**src/rtl/prog_loader_if.sv**
```systemverilog
// Bus bundle between the serial program loader and its environment:
// serial input in, RAM write port and status out.
interface prog_loader_if;
  logic       rx;
  logic       wr_enable;
  logic [7:0] addr_bus;
  logic [7:0] wdata;
  logic       cpu_run;
  logic       err;
  logic [7:0] byte_count;

  modport master (
    input  rx,
    output wr_enable, addr_bus, wdata, cpu_run, err, byte_count
  );

  modport slave (
    output rx,
    input  wr_enable, addr_bus, wdata, cpu_run, err, byte_count
  );
endinterface

```
**src/rtl/prog_loader.sv**
```systemverilog
// Serial program loader: 8N1 receiver feeding a length/data/checksum frame
// parser that writes RAM and releases the CPU once the checksum matches.
module prog_loader #(
  parameter int CLKS_PER_BIT = 104
) (
  input  logic          clk,
  input  logic          rst,
  prog_loader_if.master bus
);

  localparam logic [15:0] HALF_BIT = 16'(CLKS_PER_BIT / 2);
  localparam logic [15:0] FULL_BIT = 16'(CLKS_PER_BIT);

  typedef enum logic [2:0] {
    RX_IDLE,
    RX_START,
    RX_DATA,
    RX_STOP,
    RX_BREAK
  } rx_state_t;

  typedef enum logic [1:0] {
    WAIT_LEN,
    WAIT_DATA,
    WAIT_SUM,
    RUNNING
  } load_state_t;

  logic        r_rx_meta;
  logic        r_rx_sync;
  logic        r_rx_prev;

  rx_state_t   r_rx_state;
  rx_state_t   w_rx_next;
  logic [15:0] r_clk_cnt;
  logic [2:0]  r_bit_idx;
  logic [7:0]  r_shift;
  logic        r_byte_valid;
  logic        r_frame_err;
  logic        w_rx_done;
  logic        w_rx_ferr;
  logic        w_start_edge;
  logic        w_half_hit;
  logic        w_full_hit;

  load_state_t r_ld_state;
  load_state_t w_ld_next;
  logic        r_wr_enable;
  logic [7:0]  r_addr;
  logic [7:0]  r_wdata;
  logic        r_err;
  logic [7:0]  r_count;
  logic [7:0]  r_sum;
  logic [8:0]  r_len;
  logic        w_latch_len;
  logic        w_do_write;
  logic        w_set_err;
  logic        w_last;

  // Flops idle high so reset never looks like a start edge.
  always_ff @(posedge clk) begin
    if (rst) begin
      r_rx_meta <= 1'b1;
      r_rx_sync <= 1'b1;
      r_rx_prev <= 1'b1;
    end else begin
      r_rx_meta <= bus.rx;
      r_rx_sync <= r_rx_meta;
      r_rx_prev <= r_rx_sync;
    end
  end

  assign w_start_edge = r_rx_prev & ~r_rx_sync;
  assign w_half_hit   = (r_clk_cnt == HALF_BIT);
  assign w_full_hit   = (r_clk_cnt == FULL_BIT);

  always_ff @(posedge clk) begin
    if (rst) begin
      r_rx_state <= RX_IDLE;
    end else begin
      r_rx_state <= w_rx_next;
    end
  end

  always_comb begin
    w_rx_next = r_rx_state;
    w_rx_done = 1'b0;
    w_rx_ferr = 1'b0;
    case (r_rx_state)
      RX_IDLE: begin
        if (w_start_edge) w_rx_next = RX_START;
      end
      RX_START: begin
        if (w_half_hit) w_rx_next = r_rx_sync ? RX_IDLE : RX_DATA;
      end
      RX_DATA: begin
        if (w_full_hit && (r_bit_idx == 3'd7)) w_rx_next = RX_STOP;
      end
      RX_STOP: begin
        if (w_full_hit) begin
          if (r_rx_sync) begin
            w_rx_done = 1'b1;
            w_rx_next = RX_IDLE;
          end else begin
            w_rx_ferr = 1'b1;
            w_rx_next = RX_BREAK;
          end
        end
      end
      RX_BREAK: begin
        if (r_rx_sync) w_rx_next = RX_IDLE;
      end
      default: w_rx_next = RX_IDLE;
    endcase
  end

  // Counter reads k exactly k cycles after the start edge or the last sample.
  always_ff @(posedge clk) begin
    if (rst) begin
      r_clk_cnt    <= 16'd1;
      r_bit_idx    <= 3'd0;
      r_shift      <= 8'h00;
      r_byte_valid <= 1'b0;
      r_frame_err  <= 1'b0;
    end else begin
      r_byte_valid <= w_rx_done;
      r_frame_err  <= w_rx_ferr;
      case (r_rx_state)
        RX_START: begin
          if (w_half_hit) begin
            r_clk_cnt <= 16'd1;
            r_bit_idx <= 3'd0;
          end else begin
            r_clk_cnt <= r_clk_cnt + 16'd1;
          end
        end
        RX_DATA: begin
          if (w_full_hit) begin
            r_clk_cnt <= 16'd1;
            r_shift   <= {r_rx_sync, r_shift[7:1]};
            r_bit_idx <= r_bit_idx + 3'd1;
          end else begin
            r_clk_cnt <= r_clk_cnt + 16'd1;
          end
        end
        RX_STOP: begin
          if (w_full_hit) r_clk_cnt <= 16'd1;
          else            r_clk_cnt <= r_clk_cnt + 16'd1;
        end
        default: r_clk_cnt <= 16'd1;
      endcase
    end
  end

  assign w_last = ({1'b0, r_count} == (r_len - 9'd1));

  always_ff @(posedge clk) begin
    if (rst) begin
      r_ld_state <= WAIT_LEN;
    end else begin
      r_ld_state <= w_ld_next;
    end
  end

  always_comb begin
    w_ld_next   = r_ld_state;
    w_latch_len = 1'b0;
    w_do_write  = 1'b0;
    w_set_err   = 1'b0;
    case (r_ld_state)
      WAIT_LEN: begin
        if (r_byte_valid) begin
          w_latch_len = 1'b1;
          w_ld_next   = WAIT_DATA;
        end else if (r_frame_err) begin
          w_set_err = 1'b1;
        end
      end
      WAIT_DATA: begin
        if (r_frame_err) begin
          w_set_err = 1'b1;
          w_ld_next = WAIT_LEN;
        end else if (r_byte_valid) begin
          w_do_write = 1'b1;
          if (w_last) w_ld_next = WAIT_SUM;
        end
      end
      WAIT_SUM: begin
        if (r_frame_err) begin
          w_set_err = 1'b1;
          w_ld_next = WAIT_LEN;
        end else if (r_byte_valid) begin
          if (r_shift == r_sum) begin
            w_ld_next = RUNNING;
          end else begin
            w_set_err = 1'b1;
            w_ld_next = WAIT_LEN;
          end
        end
      end
      RUNNING: w_ld_next = RUNNING;
      default: w_ld_next = WAIT_LEN;
    endcase
  end

  // A length byte of zero encodes a 256-byte payload.
  always_ff @(posedge clk) begin
    if (rst) begin
      r_wr_enable <= 1'b0;
      r_addr      <= 8'h00;
      r_wdata     <= 8'h00;
      r_err       <= 1'b0;
      r_count     <= 8'h00;
      r_sum       <= 8'h00;
      r_len       <= 9'd0;
    end else begin
      r_wr_enable <= w_do_write;
      if (w_latch_len) begin
        r_len   <= (r_shift == 8'h00) ? 9'd256 : {1'b0, r_shift};
        r_sum   <= 8'h00;
        r_count <= 8'h00;
        r_err   <= 1'b0;
      end
      if (w_do_write) begin
        r_addr  <= r_count;
        r_wdata <= r_shift;
        r_sum   <= r_sum + r_shift;
        r_count <= r_count + 8'd1;
      end
      if (w_set_err) r_err <= 1'b1;
    end
  end

  assign bus.wr_enable  = r_wr_enable;
  assign bus.addr_bus   = r_addr;
  assign bus.wdata      = r_wdata;
  assign bus.cpu_run    = (r_ld_state == RUNNING);
  assign bus.err        = r_err;
  assign bus.byte_count = r_count;

endmodule

```
**src/flat_wrapper.sv**
```systemverilog
// flat-port wrapper written by rule: the top's interface ports become plain ports
module prog_loader_flat 
#(
  parameter int CLKS_PER_BIT = 104
)
  (clk, rst, bus_rx, bus_wr_enable, bus_addr_bus, bus_wdata, bus_cpu_run, bus_err, bus_byte_count);
  prog_loader_if bus_i ();
  input  logic clk;
  input  logic rst;
  input wire logic [$bits(bus_i.rx)-1:0] bus_rx;
  output wire logic [$bits(bus_i.wr_enable)-1:0] bus_wr_enable;
  output wire logic [$bits(bus_i.addr_bus)-1:0] bus_addr_bus;
  output wire logic [$bits(bus_i.wdata)-1:0] bus_wdata;
  output wire logic [$bits(bus_i.cpu_run)-1:0] bus_cpu_run;
  output wire logic [$bits(bus_i.err)-1:0] bus_err;
  output wire logic [$bits(bus_i.byte_count)-1:0] bus_byte_count;
  assign bus_i.rx = bus_rx;
  assign bus_wr_enable = bus_i.wr_enable;
  assign bus_addr_bus = bus_i.addr_bus;
  assign bus_wdata = bus_i.wdata;
  assign bus_cpu_run = bus_i.cpu_run;
  assign bus_err = bus_i.err;
  assign bus_byte_count = bus_i.byte_count;
  prog_loader #(.CLKS_PER_BIT(CLKS_PER_BIT)) u_core (.clk(clk), .rst(rst), .bus(bus_i));
endmodule
```
**config.mk**
```make
export PLATFORM = sky130hd
export DESIGN_NAME = prog_loader_flat
export DESIGN_NICKNAME = d
export VERILOG_FILES = /design/src/rtl/prog_loader_if.sv /design/src/rtl/prog_loader.sv /design/src/flat_wrapper.sv
export SDC_FILE = /design/constraint.sdc
export NUM_CORES = 1
export LEC_CHECK = 0
export CORE_UTILIZATION = 40
export CTS_CLUSTER_DIAMETER = 40
export DETAILED_ROUTE_END_ITERATION = 8
export PLACE_DENSITY = 0.62
export SLEW_MARGIN = 20
export SYNTH_ARGS = -nofsm -noshare
export SYNTH_HDL_FRONTEND = slang
export SYNTH_SLANG_ARGS = --single-unit
```
**constraint.sdc**
```tcl
create_clock -name clk -period 2.11 [get_ports clk]
set_input_delay 0.422 -clock clk [delete_from_list [all_inputs] [get_ports clk]]
set_output_delay 0.422 -clock clk [all_outputs]
set_load 0.01 [all_outputs]
```
-- Yosys cells after proc, flatten, opt, wreduce, memory -nomap -nowiden
Index checks and enable logic that the tools add are counted.
- input port bits: 3
- register bits after elaboration: 80
- multiplexer cells: 40
- bitwise logic cells: 4
- reductions and logical operators: 13
- add/subtract/negate cells: 5
- equal/unequal tests: 22
- operator list (cell ; number):
    two-way mux 16 bit ; 2
    case mux 16 bit (2 select lines) ; 1
    two-way mux 3 bit ; 8
    two-way mux 8 bit ; 3
    adder 16 x 1 -> 16 bit, second input constant ; 1
    equality test 16 x 6 -> 1 bit, second input constant ; 1
    equality test 16 x 7 -> 1 bit, second input constant ; 1
    two-way mux 2 bit ; 8
    case mux 3 bit (5 select lines) ; 1
    != test 2 x 1 -> 1 bit, second input constant ; 7
    two-way mux 1 bit ; 13
    equality test 8 x 9 -> 1 bit ; 1
    two-way mux 9 bit ; 1
    != test 3 x 1 -> 1 bit, second input constant ; 3
    subtractor 9 x 1 -> 9 bit, second input constant ; 1
    adder 8 x 1 -> 8 bit, second input constant ; 1
    adder 8 bit ; 1
    equality test 8 bit ; 1
    logical NOT 8 bit ; 1
    case mux 2 bit (4 select lines) ; 1
    equality test 3 x 2 -> 1 bit, second input constant ; 2
    equality test 3 bit, second input constant ; 2
    case mux 3 bit (2 select lines) ; 1
    nonzero test 2 bit ; 3
    other kinds (16) ; 19

-- Logic depth before layout (Yosys ltp)
- depth after elaboration: 6
- mapped depth: 8
- gate-level depth less buffers: 8

-- Worst setup path before layout
OpenSTA, ideal clock, no wires.
- path type: register to register
- from: register u_core.r_shift[1]
- to: register u_core.r_sum[7]
- library setup time: 0.074 ns
- buffers on the path: 0
- data required time: 2.036 ns
- path slack: 0.238 ns
- cell stages (with the launch flop): 8
- data arrival time: 1.798 ns
- cell sequence: dfxtp_1 ha_1 a21oi_1 o211ai_1 o41ai_1 xor2_1 or3_1 a31oi_1
- cells in the longest elaborated chain, start to end: 2
- ends and longest elaborated chain (item ; line ; RTL):
    start, declared ; prog_loader.sv:37 ; logic [7:0] r_shift;
    start signal, assigned ; prog_loader.sv:140 ; r_shift <= {r_rx_sync, r_shift[7:1]};
    adder 8 bit ; prog_loader.sv:227 ; r_sum <= r_sum + r_shift;
    two-way mux 8 bit ; prog_loader.sv:224 ; if (w_do_write) begin
    end signal, assigned ; prog_loader.sv:227 ;
    end, declared ; prog_loader.sv:53 ; logic [7:0] r_sum;
No other way between the ends.
A chain may end at the register's enable or synchronous reset.

-- Worst setup path in the final report
- from: register u_core.r_ld_state[0]
- to: output bus_cpu_run
- cells in the longest elaborated chain, start to end: 1
- ends and longest elaborated chain (item ; line ; RTL):
    start, declared ; prog_loader.sv:46 ; load_state_t r_ld_state;
    start signal, assigned ; prog_loader.sv:161 ; r_ld_state <= w_ld_next;
    equality test 2 bit ; prog_loader.sv:237 ; assign bus.cpu_run = (r_ld_state == RUNNING);
    end, declared ; flat_wrapper.sv:14 ; output wire logic [$bits(bus_i.cpu_run)-1:0] bus_cpu_run;
No other way between the ends.

==> reports/metrics.yaml <==
run_status:
  status: "completed"
detailed_routing:
  dr.first_iter.drc_count: 141
  drc: 0
  ant_nets: 0
  top_layer_used: "met4"
  wirelength_um: 8538
  wl_per_cell_um: 13.42
  wl_met2_um: 3728
  viasPerCell: 5.182
  vias: 3296
  met1_length_um: 4498
  wl_met3_um: 252
  dr.pass1.iters: 4
setup_path:
  path_max_fanout: 8
  critPathBufInv: 1
  worstSetupStartpointType: "flop"
  path_delay_family: "buffers and inverters"
  cp_slowest_stage_delay_ns: 0.54
  required_ns: 1.69
  endpoint_kind: "output pin"
  cp_slowest_cell: "clkdlybuf4s50_1"
  path_class: "reg -> out"
  cp.arrival_ns: 1.58
  crit_path_cell_trace: "and2_1 -> clkdlybuf4s50_1"
sta:
  fin_crit_sh: 0.9477
  worst_slew_pin_slew_ns: 0.5466
  fin_skew_ns: 0.01070
  finalCriticalPeriod_ns: 2.000
  timing.fmax_mhz: 500.1
  tns_ns: 0
  rsz0062_at_grt: "no"
  setup_viol: 0
  slew_headroom: 0.6348
  hold_viol_final: 0
  drv_slew: 0
floorplan:
  fp-row-count: 35
  die-width_um: 100.9
  start_util: 0.4176
  pin_count: 30
  fp.coreArea_um2: 9371
  die-area_um2: 10180
  die-height_um: 100.9
global_routing:
  grt_util_all_layers: 0.1789
  grt_pass1_vias: 2991
  grt_pass1_wl_um: 14390
  antenna_found_initial: 0
  grt_max_degree: 36
  grt_overflow: 0
clock_tree:
  cts_hold_buf: 0
  cts_tree: "done"
  numCtsBuffers: 9
  h-tree-depth: 3
  cts_num_sinks: 80
  clk_pin_slew_ns: 0.08
  clk_path_buf_depth: 2
  clock_latency_ns: 0.35
  clockRootBuffer: "clkbuf_8"
synthesis:
  synthCells: 470
  synth_top_flop_cell: "dfxtp_1"
  yosysWarnings: 0
  synthesis.nets: 487
  seq_area_frac_synth: 0.4092
  synth-edff-count: 0
  ys_ff_latch: 80
  yosys.area.top_type: "dfxtp_1"
  avgSynthCellArea_um2: 8.327
  ys_top_cells_by_area: "dfxtp_1 41%, nand2_1 7.6%, a21oi_1 6.8%"
  synth.distinct_cells: 62
  yosys.area.top_type_share: 0.4092
  async_flop_share: 0
  syn_area_um2: 3914
place:
  dp_cells: 619
  dpl_cell_area_um2: 4363
  hpwlAfterDp_um: 6158
  gp_congestion: 0.8682
  io_buffers: 29
power:
  irDropWorstVdd_mv: 0.4669
  comb_power_share: 0.022
  p_int_w: 0.002201
  power_frac_seq: 0.538
  clkPwrFrac: 0.440
  p_sw_frac: 0.2219
  p_sw_w: 0.0006276
  p_per_area_nw_per_um2: 612.8
  p_leak_nw: 1.596
hold_path:
  min_path_type: "in -> reg"
finish:
  final_util: 0.4925
  final_cell_mix: "79 x nand2_1, 79 x dfxtp_1, 52 x nor2_1, 52 x a21oi_1, 28 x clkdlybuf4s50_1"
  drive_gt1_frac: 0.1223
  design_area_um2: 4616
  nets: 519
  diodes: 0
  layout.cells.non_filler: 636
  syn2layout_area_growth_pct: 17.93
run:
  cap_violations: 0
-- worst paths after layout --
path         slack [ns]  cells past startpoint                  end            startpoint
max                0.11                      2          bus_cpu_run  u_core.r_ld_state[0]
min                0.38                      2  u_core.r_byte_valid                   rst
max reg2reg        0.11                      6       u_core.bus.err     u_core.r_shift[4]
min reg2reg        0.42                      1     u_core.r_rx_sync      u_core.r_rx_meta
-- logic make-up (layout without fill, tap and decap cells) --
logic type               after synthesis  after routing  synth area share
AO/OA/AOI/OAI                         96             96            0.1602
XOR/XNOR                              29             29           0.06490
adder cells (fa/ha/maj)               14             14           0.04668
buffers and inverters                 36             73           0.04284
flip-flops                            80             80            0.4092
multiplexers                           2              2          0.005754
AND/OR/NAND/NOR                      213            213            0.2705
-- worst reg2reg max path: cells and delay by family (launching register included) --
family / cells / cell delay (ns)
compound gates: 2 / 0.47
fa+ha+maj: 1 / 0.34
flops: 1 / 0.44
simple gates: 3 / 0.65
-- sequential cells by signal (all words and copies together) (netlist names), 2 cells and up --
signal and cells:
u_core.r_rx_state 3, u_core.r_len 9, u_core.r_clk_cnt 16, u_core.r_shift 8
u_core.r_ld_state 2, u_core.bus.addr_bus 8, u_core.bus.wdata 8, u_core.r_sum 8
u_core.bus.byte_count 8, u_core.r_bit_idx 3
-- area by class of cell --
| cell class | count | area, um2 |
|---|---|---|
| clock buffers | 9 | 123.9 |
| well taps | 129 | 161.4 |
| fillers | 931 | 4756 |
| multi-input cells | 354 | 2165 |
| repair buffers | 46 | 425.4 |
| flip-flops and latches | 80 | 1603 |
| clock inverters | 7 | 96.34 |
| inverters | 11 | 41.29 |
-- stage by stage --
stage / hold slack, ns / setup slack [ns] / total power, W
after CTS: 0.3741 / 0.08483 / 0.002846
after floorplan: 0.3895 / 0.2381 / 0.001600
after global placement: 0.4064 / 0.1721 / 0.001615
after detailed placement: 0.4016 / 0.1010 / 0.001615
final: 0.3780 / 0.1104 / 0.002829
after global routing: 0.3774 / 0.02545 / 0.002923
-- power groups by stage --
stage          clock (W)  combinational [W]  sequential, W
2_1_floorplan          0          0.0000461        0.00155
3_3_place_gp           0          0.0000585        0.00156
3_5_place_dp           0          0.0000591        0.00156
4_1_cts          0.00127          0.0000593        0.00152
5_1_grt          0.00133          0.0000691        0.00152
6_report         0.00125          0.0000626        0.00152
-- synth_stat cells (all sizes together), types with 4 or more instances --
| library cell | count |
|---|---|
| nor3b | 5 |
| ha | 13 |
| o21ai | 10 |
| a21oi | 53 |
| nor3 | 5 |
| xor2 | 15 |
| nand4 | 6 |
| inv | 11 |
| nand3b | 5 |
| o211ai | 8 |
| dfxtp | 80 |
| xnor2 | 14 |
| buf | 10 |
| clkbuf | 15 |
| nor2 | 54 |
| or2 | 4 |
| nand3 | 24 |
| and2 | 4 |
| nor4 | 8 |
| a22oi | 8 |
| nand2 | 80 |
-- routing by layer --
layer	up-vias	global-route usage
met3	6	0.03675
met2	47	0.2661
met4	0	0.04682
li1	1688	-
met1	1555	0.2619
met5	-	0
-- repair_timing --
| item | 4_1_cts | 5_1_grt |
|---|---|---|
| hold endpoints to repair | 0 | 0 |
| setup buffers | 0 | 1 |
| setup endpoints to repair | 0 | 17 |
| resized for setup | 0 | 3 |
Note: power is estimated with default switching activity, not from simulation.
==> edit 1: new RTL, same settings <==
Re-encode `load_state_t` (4 states) as one-hot, 4 bits wide.
--- a/src/rtl/prog_loader.sv
+++ b/src/rtl/prog_loader.sv
@@ -21,7 +21,7 @@
 
-  typedef enum logic [1:0] {
-    WAIT_LEN,
-    WAIT_DATA,
-    WAIT_SUM,
-    RUNNING
+  typedef enum logic [3:0] {
+    WAIT_LEN  = 4'b0001,
+    WAIT_DATA = 4'b0010,
+    WAIT_SUM  = 4'b0100,
+    RUNNING   = 4'b1000
   } load_state_t;
Check against the original RTL: same outputs for any inputs over 10 cycles, from zero or initial values and one cycle with rst high; not proved beyond that.
==> edit 1 against the original RTL <==
- maximum frequency is 0.23% lower
- die area is 2.6% higher
- non-clock buffer count is 6 higher
- via count is 1.1% higher
- final area is 1.4% higher
- synthesized area is 2.7% higher
- sequential cell count is 2 higher
- count of clock-buffer cells in the layout is 2 higher
- first-iteration DRC count is 14% lower
- wire length is 5.8% higher
- setup slack worse by 0.0046 ns
- critical path type is now flop to flop
- critical endpoint is now u_core.r_sum[6]
Power is not compared: it rests on default switching activity, and its combinational part moved more than twofold at a synthesized area within 25%.
==> edit 1: results (changes against the original RTL) <==
- Pre-CTS setup slack: 0.0818 ns (-0.0192 ns)
- Global-route wire length before repair: 15.0 mm (+4.2%)
- Mapped Nets: 494 (+1.4%)
- H-tree depth: 3 (unchanged)
- Port Buffers: 29 (unchanged)
- Static Leak: between 1.5 and 2 nW
- DR vias/cell: 5.11 (-1.4%)
- Worst-Skew Late Latency: roughly 0.36 ns
- Worst r2r src: u_core.r_shift[0]
- Cell variety after synth: 55 (-11%)
- Status: completed
- Synth async-reset ratio: 0% (unchanged)
- Worst hold path class: flop to flop
- Biggest regs: u_core.r_clk_cnt: 16 flops, u_core.r_len: 9 flops
- CP max stage delay: 0.42 ns (-0.12 ns)
- Worst hold start: u_core.r_rx_meta
- Reg clk slew, reported paths: 0.08 ns (about the same)
- Total track usage: 18.4% (+0.48 points)
- Initial DRC count: 121 (-14%)
- Post-layout util: 47.9% (-1.4 points)
- WP data required: 2.36 ns (+0.67 ns)
- Crit path max fanout: 5 (-3)
- Layout Skew: 0.0100 ns (-0.000658 ns)
- # nets final: 531 (+2.3%)
- Maximum vdd drop: 0.331 mV
- Largest net degree at the start of global routing: 41 (+14%)
- Most common library cells after synthesis: 82 x dfxtp_1, 71 x nand2_1, 56 x nor2_1
- Fmax: 499 MHz (-0.23%)
- Ant diodes: 0 (unchanged)
- Setup Buffers After CTS: 0 (unchanged)
- Clock root buffer: clkbuf_8
- Placed Area: 4500 um2 (+3.2%)
- CP max stage cell: fa_1
- Fillers: 959 (+3.0%)
- CTS Buffer Depth: 2 (unchanged)
- Routed wire length: 9.03 mm (+5.8%)
- Share of cells above drive strength 1: 10.2% (-2.0 points)
- GPL Wtd Cong: 0.852 (-1.8%)
- Area contributors post-synth: dfxtp_1 41%, nand2_1 6.6%, nor2_1 5.2%, a21oi_1 4.9%, ha_1 4.0%
- Worst setup path class: flop to flop
- Vias in the first global route: 3187 (+6.6%)
- Top FF cell, synth: dfxtp_1
- DRT Pass-1 Iters: 4 (unchanged)
- Detailed Place HPWL: 6.31 mm (+2.5%)
- Yosys warnings: 0 (unchanged)
- Seq/Total Area, Yosys: 40.8% (-0.074 points)
- Initial antenna violation count: 0 (unchanged)
- Slew margin rel.: 69.3% (+5.8 points)
- TritonCTS Buffers: 9 (unchanged)
- # resized after CTS: 1 (+1)
[edit 1: cell types whose count changed in the layout (fill, tap and decap cells not counted), moves of 4 or more]
cell,delta
a21oi_1,-14
mux2i_1,+13
nand3_1,-12
nor3_1,+9
o21ai_0,+9
a22o_1,+8
a22oi_1,-8
nand2_1,-8
buf_4,+6
and3_1,+5
o211ai_1,-5
nor2_1,+4
nor4_1,+4
[edit 1: path summary, 6_finish.rpt]
kind	endpoint	slack (ns)	cells after the start
max	u_core.r_sum[6]	0.11	8
min reg2reg	u_core.r_rx_sync	0.41	1
max reg2reg	u_core.r_sum[6]	0.11	8
min	u_core.r_rx_sync	0.41	1
[edit 1: cell type report]
class	instances	share of cell area (%)
multi-input combinational	358	46.8
sequential	82	35.1
timing repair buffer	52	10.0
tap	133	3.55
clock buffer	11	3.02
inverter	11	0.882
clock inverter	5	0.641
[edit 1: per-stage QoR]
stage / TNS (ns) / power, mW / hold slack, ns / instances
5_1_grt: -0.00296 / 2.88 / 0.441 / 652
4_1_cts: 0 / 2.80 / 0.414 / 652
2_1_floorplan: 0 / 1.74 / 0.389 / 477
3_3_place_gp: 0 / 1.79 / 0.395 / 636
6_report: 0 / 2.77 / 0.413 / 652
3_5_place_dp: 0 / 1.79 / 0.399 / 636
[edit 1: kinds of logic (layout without fill, tap and decap cells)]
| logic type | Yosys count | after routing | synth area share (%) |
|---|---|---|---|
| XOR/XNOR | 33 | 33 | 7.19 |
| adder cells (fa/ha/maj) | 14 | 14 | 4.55 |
| AO/OA/AOI/OAI | 89 | 89 | 13.6 |
| AND/OR/NAND/NOR | 207 | 207 | 25.2 |
| flip-flops | 82 | 82 | 40.8 |
| multiplexers | 15 | 15 | 3.80 |
| buffers and inverters | 37 | 79 | 4.83 |
[edit 1: power by group]
part	total, mW	internal (mW)	switching, mW
Sequential	1.58	1.56	0.0219
Combinational	0.170	0.0754	0.0947
Clock	1.02	0.454	0.561
Total	2.77	2.09	0.678
[edit 1: worst max-delay path: cells and delay by family, from the launching register on]
kind	cells	cell delay [ns]
AO/OA/AOI/OAI	5	0.81
XOR/XNOR	1	0.08
adder cells (fa/ha/maj)	2	0.66
flip-flops	1	0.36
[edit 1: layer usage]
| layer | vias to the layer above | global-route usage, % | wire length, um | share of wire, % |
|---|---|---|---|---|
| li1 | 1725 | - | - | - |
| met1 | 1537 | 23.8 | 4430 | 49 |
| met2 | 57 | 30.8 | 4160 | 46 |
| met3 | 13 | 3.42 | 303 | 3.4 |
| met4 | 0 | 6.15 | 137 | 1.5 |
| met5 | - | 0 | 0 | 0 |
==> edit 2: new RTL, config.mk and constraints unchanged <==
Made on the original files. `CLKS_PER_BIT` is set to 104 in 2 places; all go to 78.
--- a/src/rtl/prog_loader.sv
+++ b/src/rtl/prog_loader.sv
@@ -3,3 +3,3 @@
 module prog_loader #(
-  parameter int CLKS_PER_BIT = 104
+  parameter int CLKS_PER_BIT = 78
 ) (
--- a/src/flat_wrapper.sv
+++ b/src/flat_wrapper.sv
@@ -3,3 +3,3 @@
 #(
-  parameter int CLKS_PER_BIT = 104
+  parameter int CLKS_PER_BIT = 78
 )
Function: same outputs for any inputs over 10 cycles, from zero or initial values and one cycle with rst high; that may be too few to reach the edited logic, so the function may still have changed.
==> edit 2 against the original RTL <==
- setup slack lost 0.019 ns
- final area up 0.89%
- synthesized area fell by 1.7%
- total power is 0.26% lower
- largest power group unchanged
- sequential power about the same
- synthesized cell count decreased by 1.3%
- wire length increased by 1.0%
- sequential cell count unchanged
==> edit 2: results (changes against the original RTL) <==
- Largest net degree at the start of global routing: 24 (-33%)
- Fmax: 495 MHz (-0.95%)
- Worst hold slack: 0.415 ns (+0.0375 ns)
- Final Non-Filler Cells: 641 (+0.79%)
- Mapped Nets: 481 (-1.2%)
- WL met1: 4.37 mm (-3.0%)
- DR WL met2: 3.90 mm (+4.5%)
- Met2 Usage GRT: 28.5% (+1.9 points)
- Vias in the first global route: 3079 (+2.9%)
- Crit path max fanout: 3 (-5)
- Detailed Place HPWL: 6.20 mm (+0.69%)
- Syn Inst Count: 464 (-1.3%)
- CP max stage cell: or4_1
- Status: completed
- Worst-margin pin slew: 0.951 ns (+0.404 ns)
- Pre-CTS setup slack: 0.0786 ns (-0.0224 ns)
- Area contributors post-synth: dfxtp_1 42%, nand2_1 6.5%, nor2_1 5.5%, a21oi_1 5.3%, ha_1 4.2%
- GPL Wtd Cong: 0.772 (-11%)
- Worst r2r src: u_core.r_shift[1]
- Total track usage: 18.5% (+0.66 points)
- Worst hold start: u_core.r_rx_meta
- Cell variety after synth: 57 (-8.1%)
- Met3 wire len: 232 um (-7.9%)
- Fillers: 912 (-2.0%)
- Layout Skew: 0.0104 ns (-0.000271 ns)
- CP max stage delay: 0.59 ns (+0.05 ns)
- Hold depth: 1 (-1)
[edit 2: cell count changes after synthesis, sizes merged, moves of 7 or more]
cell   change
a21oi     -11
nand2     -12
nor3       +8
or3        +7
nand3     -11
mux2i     +11
[edit 2: final cells by class]
| class | count | area share [%] |
|---|---|---|
| multi-input combinational | 348 | 45.5 |
| sequential | 80 | 34.4 |
| timing repair buffer | 56 | 11.0 |
| tap | 129 | 3.47 |
| clock buffer | 10 | 2.74 |
| clock inverter | 5 | 1.77 |
| inverter | 13 | 1.05 |
[edit 2: worst max-delay path by stage]
stage | start | end | cells past startpoint
6_report | u_core.r_shift[1] | u_core.bus.err | 6
3_3_place_gp | u_core.r_sum[4] | u_core.r_ld_state[0] | 6
4_1_cts | u_core.r_ld_state[1] | bus_cpu_run | 3
2_1_floorplan | u_core.r_clk_cnt[0] | u_core.r_bit_idx[0] | 6
3_5_place_dp | u_core.r_clk_cnt[0] | u_core.r_bit_idx[0] | 6
5_1_grt | u_core.r_sum[1] | u_core.bus.err | 6
[edit 2: cell families (layout without fill, tap and decap cells)]
| group | after synthesis | after routing | synth area share, % |
|---|---|---|---|
| muxes | 11 | 11 | 2.86 |
| buffers and inverters | 36 | 84 | 4.10 |
| DFF | 80 | 80 | 41.6 |
| and+or+nand+nor | 203 | 203 | 25.0 |
| adders and majority gates | 14 | 14 | 4.75 |
| AOI/OAI and AO/OA | 92 | 92 | 15.3 |
| xor gates and xnor gates | 28 | 28 | 6.37 |
[edit 2: per-stage QoR]
stage | total power [mW] | utilization (%)
after detailed placement | 1.64 | 47.7
after global placement | 1.64 | 47.7
after global routing | 2.94 | 50.2
after CTS | 2.85 | 50.0
final | 2.82 | 50.2
after floorplan | 1.61 | -
[edit 2: what timing repair did]
item                       CTS  global route
setup endpoints to repair    1             6
gates resized for setup      1             6
gates cloned                 0             0
